$ cat config.mk
export PLATFORM = sky130hd
export DESIGN_NAME = rop3_feeder_flat
export DESIGN_NICKNAME = d
export VERILOG_FILES = /design/src/rtl/rop3_pkg.sv /design/src/rtl/rop3_feeder_if.sv /design/src/rtl/rop3_req_fifo.sv /design/src/rtl/rop3_feeder.sv /design/src/flat_wrapper.sv
export SDC_FILE = /design/constraint.sdc
export NUM_CORES = 1
export LEC_CHECK = 0
export ABC_CLOCK_PERIOD_IN_PS = 3000
export CAP_MARGIN = 20
export CORE_MARGIN = 5
export CORE_UTILIZATION = 35
export DETAILED_ROUTE_END_ITERATION = 8
export PLACE_DENSITY_LB_ADDON = 0.1
export RECOVER_POWER = 50
export SYNTH_ARGS = -nofsm -noshare
export SYNTH_HDL_FRONTEND = slang
export SYNTH_HIERARCHICAL = 1
export SYNTH_SLANG_ARGS = --single-unit
$ cat constraint.sdc
create_clock -name clk -period 3 [get_ports clk]
set_input_delay 0.6 -clock clk [delete_from_list [all_inputs] [get_ports clk]]
set_output_delay 0.6 -clock clk [all_outputs]
set_load 0.02 [all_outputs]
$ cat src/rtl/rop3_pkg.sv
// Shared ROP3 definitions: phase encoding on the operand bus and the supported mode codes.
package rop3_pkg;

    localparam int MODE_W = 8;

    localparam logic [1:0] PH_IDLE   = 2'd0;
    localparam logic [1:0] PH_LOAD_P = 2'd1;
    localparam logic [1:0] PH_LOAD_S = 2'd2;
    localparam logic [1:0] PH_LOAD_D = 2'd3;

    localparam logic [7:0] ROP_BLACKNESS   = 8'h00;
    localparam logic [7:0] ROP_NOTSRCERASE = 8'h11;
    localparam logic [7:0] ROP_NOTSRCCOPY  = 8'h33;
    localparam logic [7:0] ROP_SRCERASE    = 8'h44;
    localparam logic [7:0] ROP_DSTINVERT   = 8'h55;
    localparam logic [7:0] ROP_PATINVERT   = 8'h5A;
    localparam logic [7:0] ROP_SRCINVERT   = 8'h66;
    localparam logic [7:0] ROP_SRCAND      = 8'h88;
    localparam logic [7:0] ROP_MERGEPAINT  = 8'hBB;
    localparam logic [7:0] ROP_MERGECOPY   = 8'hC0;
    localparam logic [7:0] ROP_SRCCOPY     = 8'hCC;
    localparam logic [7:0] ROP_SRCPAINT    = 8'hEE;
    localparam logic [7:0] ROP_PATCOPY     = 8'hF0;
    localparam logic [7:0] ROP_PATPAINT    = 8'hFB;
    localparam logic [7:0] ROP_WHITENESS   = 8'hFF;

    localparam logic [7:0] ROP_CODES [15] = '{
        ROP_BLACKNESS, ROP_NOTSRCERASE, ROP_NOTSRCCOPY, ROP_SRCERASE, ROP_DSTINVERT,
        ROP_PATINVERT, ROP_SRCINVERT, ROP_SRCAND, ROP_MERGEPAINT, ROP_MERGECOPY,
        ROP_SRCCOPY, ROP_SRCPAINT, ROP_PATCOPY, ROP_PATPAINT, ROP_WHITENESS
    };

    // One FIFO entry holds {mode, p, s, d}.
    function automatic int entry_width(input int n);
        return MODE_W + 3 * n;
    endfunction

endpackage

$ cat src/rtl/rop3_feeder_if.sv
// Request handshake plus serialised operand bus of the ROP3 feeder.
interface rop3_feeder_if #(
    parameter int N     = 8,
    parameter int DEPTH = 4
);
    localparam int LW = $clog2(DEPTH + 1);

    logic         req_valid;
    logic         req_ready;
    logic [7:0]   req_mode;
    logic [N-1:0] req_p;
    logic [N-1:0] req_s;
    logic [N-1:0] req_d;
    logic [N-1:0] bitmap;
    logic [7:0]   mode;
    logic [1:0]   phase;
    logic         busy;
    logic [LW-1:0] level;

    modport master (
        output req_valid, req_mode, req_p, req_s, req_d,
        input  req_ready, bitmap, mode, phase, busy, level
    );

    modport slave (
        input  req_valid, req_mode, req_p, req_s, req_d,
        output req_ready, bitmap, mode, phase, busy, level
    );

endinterface

$ cat src/rtl/rop3_req_fifo.sv
// Request FIFO with registered occupancy count; head entry is read combinationally.
module rop3_req_fifo #(
    parameter int WIDTH = 32,
    parameter int DEPTH = 4
) (
    input  logic                         clk,
    input  logic                         srst,
    input  logic                         push,
    input  logic [WIDTH-1:0]             wdata,
    input  logic                         pop,
    output logic [WIDTH-1:0]             rdata,
    output logic                         full,
    output logic                         empty,
    output logic [$clog2(DEPTH+1)-1:0]   level
);
    localparam int AW = $clog2(DEPTH);
    localparam int LW = $clog2(DEPTH + 1);

    logic [WIDTH-1:0] mem [DEPTH];
    logic [AW-1:0]    wr_ptr;
    logic [AW-1:0]    rd_ptr;
    logic [LW-1:0]    cnt;
    logic             do_push;
    logic             do_pop;

    assign full    = (cnt == LW'(DEPTH));
    assign empty   = (cnt == '0);
    assign do_push = push && !full;
    assign do_pop  = pop && !empty;
    assign rdata   = mem[rd_ptr];
    assign level   = cnt;

    // Pointers wrap naturally because DEPTH is a power of two.
    always_ff @(posedge clk) begin
        if (srst) begin
            wr_ptr <= '0;
            rd_ptr <= '0;
            cnt    <= '0;
        end else begin
            if (do_push) wr_ptr <= wr_ptr + AW'(1);
            if (do_pop)  rd_ptr <= rd_ptr + AW'(1);
            case ({do_push, do_pop})
                2'b10:   cnt <= cnt + LW'(1);
                2'b01:   cnt <= cnt - LW'(1);
                default: ;
            endcase
        end
    end

    always_ff @(posedge clk) begin
        if (do_push) mem[wr_ptr] <= wdata;
    end

endmodule

$ cat src/rtl/rop3_feeder.sv
// Buffers ROP3 requests and serialises P, S, D onto one bitmap bus, followed by an idle compute slot.
module rop3_feeder
    import rop3_pkg::*;
#(
    parameter int N     = 8,
    parameter int DEPTH = 4
) (
    input  logic        clk,
    input  logic        srst,
    rop3_feeder_if.slave bus
);
    localparam int EW = entry_width(N);
    localparam int LW = $clog2(DEPTH + 1);

    logic [EW-1:0] wdata;
    logic [EW-1:0] head;
    logic [EW-1:0] held;
    logic          full;
    logic          empty;
    logic          push;
    logic          pop;
    logic [LW-1:0] level;
    logic [1:0]    state;

    assign wdata         = {bus.req_mode, bus.req_p, bus.req_s, bus.req_d};
    assign bus.req_ready = !srst && !full;
    assign push          = bus.req_valid && bus.req_ready;
    assign pop           = (state == PH_IDLE) && !empty;
    assign bus.level     = level;
    assign bus.busy      = (bus.phase != PH_IDLE) || (level != '0);

    rop3_req_fifo #(.WIDTH(EW), .DEPTH(DEPTH)) u_fifo (
        .clk   (clk),
        .srst  (srst),
        .push  (push),
        .wdata (wdata),
        .pop   (pop),
        .rdata (head),
        .full  (full),
        .empty (empty),
        .level (level)
    );

    always_ff @(posedge clk) begin
        if (srst) begin
            state <= PH_IDLE;
            held  <= '0;
        end else begin
            case (state)
                PH_IDLE: begin
                    if (!empty) begin
                        state <= PH_LOAD_P;
                        held  <= head;
                    end
                end
                PH_LOAD_P: state <= PH_LOAD_S;
                PH_LOAD_S: state <= PH_LOAD_D;
                default:   state <= PH_IDLE;
            endcase
        end
    end

    // Output stage registers the state's operand, so the bus trails the FSM by one cycle.
    always_ff @(posedge clk) begin
        if (srst) begin
            bus.phase  <= PH_IDLE;
            bus.bitmap <= '0;
            bus.mode   <= '0;
        end else begin
            bus.phase <= state;
            case (state)
                PH_LOAD_P: begin
                    bus.bitmap <= held[3*N-1 -: N];
                    bus.mode   <= held[EW-1 -: 8];
                end
                PH_LOAD_S: begin
                    bus.bitmap <= held[2*N-1 -: N];
                    bus.mode   <= held[EW-1 -: 8];
                end
                PH_LOAD_D: begin
                    bus.bitmap <= held[N-1:0];
                    bus.mode   <= held[EW-1 -: 8];
                end
                default: begin
                    bus.bitmap <= '0;
                    bus.mode   <= '0;
                end
            endcase
        end
    end

endmodule

$ cat src/flat_wrapper.sv
// flat-port wrapper written by rule: the top's interface ports become plain ports
module rop3_feeder_flat import rop3_pkg::*;
#(
    parameter int N     = 8,
    parameter int DEPTH = 4
)
  (clk, srst, bus_req_valid, bus_req_mode, bus_req_p, bus_req_s, bus_req_d, bus_req_ready, bus_bitmap, bus_mode, bus_phase, bus_busy, bus_level);
  rop3_feeder_if #(.N(N), .DEPTH(DEPTH)) bus_i ();
  input  logic clk;
  input  logic srst;
  input wire logic [$bits(bus_i.req_valid)-1:0] bus_req_valid;
  input wire logic [$bits(bus_i.req_mode)-1:0] bus_req_mode;
  input wire logic [$bits(bus_i.req_p)-1:0] bus_req_p;
  input wire logic [$bits(bus_i.req_s)-1:0] bus_req_s;
  input wire logic [$bits(bus_i.req_d)-1:0] bus_req_d;
  output wire logic [$bits(bus_i.req_ready)-1:0] bus_req_ready;
  output wire logic [$bits(bus_i.bitmap)-1:0] bus_bitmap;
  output wire logic [$bits(bus_i.mode)-1:0] bus_mode;
  output wire logic [$bits(bus_i.phase)-1:0] bus_phase;
  output wire logic [$bits(bus_i.busy)-1:0] bus_busy;
  output wire logic [$bits(bus_i.level)-1:0] bus_level;
  assign bus_i.req_valid = bus_req_valid;
  assign bus_i.req_mode = bus_req_mode;
  assign bus_i.req_p = bus_req_p;
  assign bus_i.req_s = bus_req_s;
  assign bus_i.req_d = bus_req_d;
  assign bus_req_ready = bus_i.req_ready;
  assign bus_bitmap = bus_i.bitmap;
  assign bus_mode = bus_i.mode;
  assign bus_phase = bus_i.phase;
  assign bus_busy = bus_i.busy;
  assign bus_level = bus_i.level;
  rop3_feeder #(.N(N), .DEPTH(DEPTH)) u_core (.clk(clk), .srst(srst), .bus(bus_i));
endmodule
### Yosys cells after proc, flatten, opt, wreduce, memory -nomap -nowiden

Memory sizes are Yosys's and may differ from the RTL's. A register that Yosys moved wholly into a read port is not among the register bits.
Cells that the tools add are included.

| cells by class | value |
|---|---|
| add/sub/neg operators | 4 |
| equal/unequal tests | 7 |
| muxes and demuxes | 6 |
| bitwise operators | 2 |
| reduce and logical (&&, ||, !) cells | 17 |

Operator list:

| kind | count |
|---|---|
| 8-bit one-hot mux with 3 select lines | 1 |
| 2-bit equality test (second input constant) | 3 |
| 2-bit one-hot mux with 3 select lines | 1 |
| 3-bit one-hot mux with 2 select lines | 1 |
| 1-bit logical AND | 5 |
| 2-bit by 1-bit adder with 2-bit output (second input constant) | 2 |
| 2-bit by 1-bit equality test with 1-bit output (second input constant) | 2 |
| 2-bit nonzero test | 2 |
| 3-bit by 1-bit adder with 3-bit output (second input constant) | 1 |
| 3-bit equality test (second input constant) | 1 |
| 1-bit zero test | 3 |
| 3-bit zero test | 1 |
| 3-bit nonzero test | 1 |
| 3-bit OR reduction | 1 |
| 3-bit by 1-bit subtractor with 3-bit output (second input constant) | 1 |
| 2-bit zero test | 1 |
| 1-bit two-way mux | 2 |
| 2-bit two-way mux | 1 |
| 2-bit inequality test (second input constant) | 1 |
| 1-bit NOT | 2 |
| 2-bit AND reduction | 1 |
| 2-bit OR reduction | 1 |
| 1-bit logical OR | 1 |

| word-level totals | value |
|---|---|
| flip-flop bits (word level) | 27 |
| bits in writable memories | 128 |
| input port bits | 35 |
| output and inout port bits | 23 |
| word-level logic and storage cells | 44 |
| memories kept | 1 |

Memories:

| name | words | bits a word | rd ports | clocked after memory_dff | wr ports | line | source |
|---|---|---|---|---|---|---|---|
| u_core.u_fifo.mem | 4 | 32 | 1 | 1 | 1 | rop3_req_fifo.sv:19 | `logic [WIDTH-1:0] mem [DEPTH];` |

### Logic depth before layout (Yosys ltp)

| logic depth | value |
|---|---|
| depth after elaboration | 7 |
| gate-level depth with buffers | 14 |
| mapped depth without buffers | 12 |

### Hierarchy

Netlist, hierarchy kept.

Modules (own cells, without submodules):

| module | instances | cells each | area an instance (µm²) | sequential area each (µm²) |
|---|---|---|---|---|
| rop3_req_fifo | 1 | 221 | 5143.7 | 4023.9 |
| rop3_feeder | 1 | 212 | 1906.8 | 1041.0 |

### Worst setup path before layout

Ideal clock, no wire load.

| path | value |
|---|---|
| path kind | input-to-reg |
| start point | input srst |
| end point | memory u_core.u_fifo.mem[1][0], enable pin |
| setup time | 392 ps |
| arrival | 2390 ps |
| required time | 2608 ps |
| path slack | 218 ps |
| stages on the path | 6 |
| path buffers | 1 |
| cell sequence | buf_2 nor2_1 and2_1 inv_1 nor2_1 and2_1 |

| between the ends | value |
|---|---|
| word-level cells in the longest chain between the ends | 6 |

RTL lines:

| item | line | source |
|---|---|---|
| from (decl) | flat_wrapper.sv:10 | `input logic srst;` |
| 1-bit zero test | rop3_feeder.sv:26 | `assign bus.req_ready = !srst && !full;` |
| 1-bit logical AND | rop3_feeder.sv:26 |  |
| named net bus_req_ready | flat_wrapper.sv:16 | `output wire logic [$bits(bus_i.req_ready)-1:0] bus_req_ready;` |
| 1-bit logical AND | rop3_feeder.sv:27 | `assign push = bus.req_valid && bus.req_ready;` |
| named net u_core.push | rop3_feeder.sv:20 | `logic push;` |
| 1-bit logical AND | rop3_req_fifo.sv:28 | `assign do_push = push && !full;` |
| 1-bit two-way mux | rop3_req_fifo.sv:51 | `if (do_push) mem[wr_ptr] <= wdata;` |
| 1-bit two-way mux (implied by the code) | rop3_req_fifo.sv:51 |  |
| to (decl) | rop3_req_fifo.sv:19 |  |

The timed path passes the listed nets, and every way through them passes these cells.

### Worst setup path in the final report

| path | value |
|---|---|
| start point | register u_core.u_fifo.cnt[1], in the netlist u_core/u_fifo/level[1] |
| end point | register u_core.u_fifo.cnt[2], in the netlist u_core/u_fifo/level[2] |

| between the ends | value |
|---|---|
| elaborated cells between the ends (all ways) | 15 |
| those cells by class | add/sub (2); eq/ne (3); mux (1); reduce/logical (9) |

RTL lines:

| item | line | source |
|---|---|---|
| from (decl) | rop3_req_fifo.sv:22 | `logic [LW-1:0] cnt;` |
| from (signal assigned) | rop3_req_fifo.sv:43 | `2'b10: cnt <= cnt + LW'(1);` |
| from (signal assigned) | rop3_req_fifo.sv:44 | `2'b01: cnt <= cnt - LW'(1);` |
| 3-bit zero test * | rop3_req_fifo.sv:27 | `assign empty = (cnt == '0);` |
| named net u_core.empty | rop3_feeder.sv:19 | `logic empty;` |
| 1-bit zero test * | rop3_req_fifo.sv:29, rop3_feeder.sv:28 |  |
| 1-bit logical AND | rop3_feeder.sv:28 | `assign pop = (state == PH_IDLE) && !empty;` |
| 1-bit logical AND * | rop3_req_fifo.sv:29 | `assign do_pop = pop && !empty;` |
| named net u_core.u_fifo.do_pop | rop3_req_fifo.sv:24 | `logic do_pop;` |
| 2-bit by 1-bit equality test with 1-bit output / 2-bit equality test (equally long branches) | rop3_req_fifo.sv:42 | `case ({do_push, do_pop})` |
| 3-bit one-hot mux with 2 select lines / 2-bit nonzero test (equally long branches) | - |  |

Mark *: on every way through the listed nets, which the timed path passes. The rest lies on a longest branch.
A chain may end at the register's enable or synchronous reset.

==> qor.csv <==
stage;metric;value;unit
outcome;status;finished clean;
global_routing;grt_pass1_wl;22600;um
global_routing;antenna_found_initial;0;
floorplanning;ios;58;
worst_setup_path;crit_path_start_kind;register;
finish;final_util;42.4;%
route;route.detailed.drc;0;
sta;tightest_slew;1.18;ns
yosys;yosysMostFrequentCell;edfxtp_1;
finish;diodes;0;
worst_setup_path;worstSetupPathType;register to register;
floorplanning;die-area;23100;sq um
floorplanning;die_y;152;um
yosys;syn_area_per_cell;16.3;sq um
sta;min_period_over_period;84.0;%
yosys;yosysWarnings;6;
place;hpwl;8730;um
power_and_ir_drop;power_density;783;nW/um^2
place;placed_cell_area;7910;sq um
route;dr.pass1.iters;5;
power_and_ir_drop;p_sw_share;26.8;%
clock_network;htree_num_levels;4;
worst_setup_path;required;3.33;ns
yosys;ys_ff_latch;189;
global_routing;grt.busiest_layer;met2;
clock_network;cts_resized;0;
worst_hold_path;min_to;u_core/held[30];
yosys;synth_nets;478;
route;vias;3705;
sta;max_freq;397;MHz
finish;fillers;1880;
global_routing;met1_usage;16.2;%
finish;finalInstanceArea;8510;sq um
sta;finalHoldViolCount;0;
sta;clock_skew;0.0109;ns
clock_network;clock_latency;0.42;ns
finish;multi_input_area;1730;sq um
place;io_buffers;57;
worst_hold_path;min_from;u_core/held[30];
place;gp_congestion;0.733;
clock_network;postCtsHoldBufs;0;
global_routing;overflow;0;
power_and_ir_drop;seqPwrFrac;47.3;%
route;drtAntennaViolNets;0;
yosys;synthTopCellsByCount;128 x edfxtp_1, 68 x nand2_1, 61 x dfxtp_1, 30 x mux4_2, 22 x a21oi_1;
global_routing;grt_max_degree;48;
finish;final_layout_size_suffix_gt1_share;17.3;%
yosys;synth_area;7050;sq um
clock_network;postCtsSetupRepairBufs;0;
finish;regArea;5070;sq um
yosys;ys_seq_area_share;71.8;%
worst_setup_path;ff2ff_path_depth;11;
power_and_ir_drop;power.internal;4.87;mW
power_and_ir_drop;irDropWorstVdd;0.373;mV
flow_run;cap_violations;0;
global_routing;use_met2;20.9;%
route;wirelength;14000;um
worst_setup_path;cp-end-kind;register;
finish;nets;545;
clock_network;clock_path_buffers;2;
clock_network;cts_tree;done;
floorplanning;rows;52;
yosys;synth.top_cells.by_area;edfxtp_1 55%, dfxtp_1 17%, mux4_2 9.6%;
worst_hold_path;hold_path_class;register to register;
yosys;synth_top_area_share;54.5;%
global_routing;grtUsageTotal;12.6;%
sta;worst_slew_margin_rel;21.3;%
yosys;yosysTopAreaCell;edfxtp_1;
place;placedCellCount;751;
sta;slew_viol_final;0;
clock_network;cts-root-buf;clkbuf_16;
yosys;synth-edff-count;128;
worst_setup_path;timing.rr.end;u_core/u_fifo/level[2];
yosys;synth_async_sr_flop_share;0;%
sta;rsz0062_at_grt;false;
floorplanning;start_util;35.2;%
route;wl_per_cell;17.9;um
global_routing;grt_pass1_vias;3903;
yosys;syn_inst;433;
clock_network;clock_sinks;189;
route;drtIter0Drc;241;
worst_setup_path;reg2reg_from;u_core/u_fifo/level[1];
clock_network;cts_buffers;17;
power_and_ir_drop;power_frac_comb;17.4;%
global_routing;use_met3;3.78;%
floorplanning;coreArea;20000;sq um
worst_setup_path;cp.arrival;2.85;ns
worst_hold_path;hold_path_depth;2;
power_and_ir_drop;p_clk_share;35.3;%
sta;min_period;2.52;ns
power_and_ir_drop;switching_power;1.79;mW
finish;layout-area-overhead-vs-synth;20.6;%
yosys;synth_cell_type_count;32;
worst_setup_path;worstPathMaxFanout;7;
clock_network;path_clk_slew;0.07;ns
floorplanning;chipWidth;152;um
power_and_ir_drop;p_leak;2.75;nW
sta;finalSetupTns;0;ns
finish;fin_cells;783;
yosys;ys.flop_type;edfxtp_1;
sta;finalSetupViolCount;0;
worst_setup_path;rrSetupSlack;0.48;ns
route;vias_per_cell;4.73;
metrics by stage:
stage	power [mW]	hold WS (ns)	worst slack, ns
floorplan	4.10	0.430	0.218
global placement	4.42	0.436	0.426
detailed placement	4.44	0.443	0.337
CTS	6.80	0.456	0.454
global route	7.00	0.480	0.244
finish	6.66	0.455	0.480
worst max-delay path: stages (launching register included):
cell      delay, ns
dfxtp_1        0.38
nor3_1         0.54
nand2b_1       0.26
clkinv_4       0.06
o31ai_1        0.10
inv_1          0.08
ha_1           0.22
inv_1          0.08
fa_1           0.19
xor2_1         0.08
or3_1          0.30
a21oi_1        0.14
power by group through the flow:
stage,logic (mW),registers (mW),clock network [mW]
after floorplan,0.928,3.17,0
final,1.16,3.15,2.35
after detailed placement,1.22,3.22,0
after global placement,1.20,3.21,0
after CTS,1.23,3.16,2.41
after global routing,1.30,3.18,2.52
flip-flops by register name (all words and copies together) (netlist names), named ones only:
signal,flops
u_core/u_fifo/level,3
u_core/u_fifo/mem,128
u_core/bus.phase,2
u_core/state,2
u_core/u_fifo/wr_ptr,2
u_core/u_fifo/rd_ptr,2
u_core/bus.bitmap,8
u_core/held,32
u_core/bus.mode,8
layout by cell type (no fill, tap or decap), types with 2 or more instances in the layout:
| cell type | count |
|---|---|
| nor2_1 | 20 |
| buf_4 | 9 |
| dfxtp_1 | 60 |
| clkinv_2 | 2 |
| clkinv_4 | 3 |
| xor2_1 | 3 |
| clkdlybuf4s50_1 | 24 |
| clkbuf_2 | 2 |
| a21oi_2 | 12 |
| mux4_1 | 2 |
| nand2_1 | 68 |
| bufinv_16 | 4 |
| edfxtp_1 | 128 |
| mux4_2 | 30 |
| inv_1 | 11 |
| buf_12 | 3 |
| and2_1 | 10 |
| inv_6 | 2 |
| dlygate4sd3_1 | 32 |
| o21ai_0 | 4 |
| a222oi_1 | 8 |
| nand2b_1 | 3 |
| a21oi_1 | 25 |
| or3_1 | 3 |
| and2_0 | 3 |
| clkbuf_16 | 17 |
| clkbuf_1 | 2 |
| nor3_1 | 2 |
| ha_1 | 9 |
routing by layer:
metal  share of wire (%)  routed length [um]
met4                 1.0                 144
met3                 4.2                 584
met5                   0                   0
met1                  45                6340
met2                  50                6960
worst max path at each step:
stage	cells past startpoint	slack (ns)	start	to
finish	11	0.48	u_core/u_fifo/level[1]	u_core/u_fifo/level[2]
global route	11	0.24	u_core/u_fifo/level[1]	u_core/u_fifo/level[2]
CTS	12	0.45	u_core/u_fifo/level[2]	u_core/u_fifo/level[2]
detailed placement	11	0.34	bus_req_valid	u_core/u_fifo/level[2]
global placement	11	0.43	bus_req_valid	u_core/u_fifo/level[2]
floorplan	6	0.22	srst	u_core/u_fifo/mem[1][0]
cells by family after synthesis:
family          share of synthesized area (%)
flops                                    71.8
simple gates                             6.92
compound gates                           5.16
buf+inv                                  3.35
mux                                      10.5
fa+ha+maj                                1.88
xor+xnor                                0.373
cell type report:
type / count / share of cell area, %
tap: 270 / 3.97
inverter: 12 / 0.588
clock inverter: 13 / 2.21
clock buffer: 19 / 5.09
timing repair buffer: 71 / 8.27
sequential: 189 / 59.6
multi-input combinational: 209 / 20.3
(Power assumes the default switching activity.)
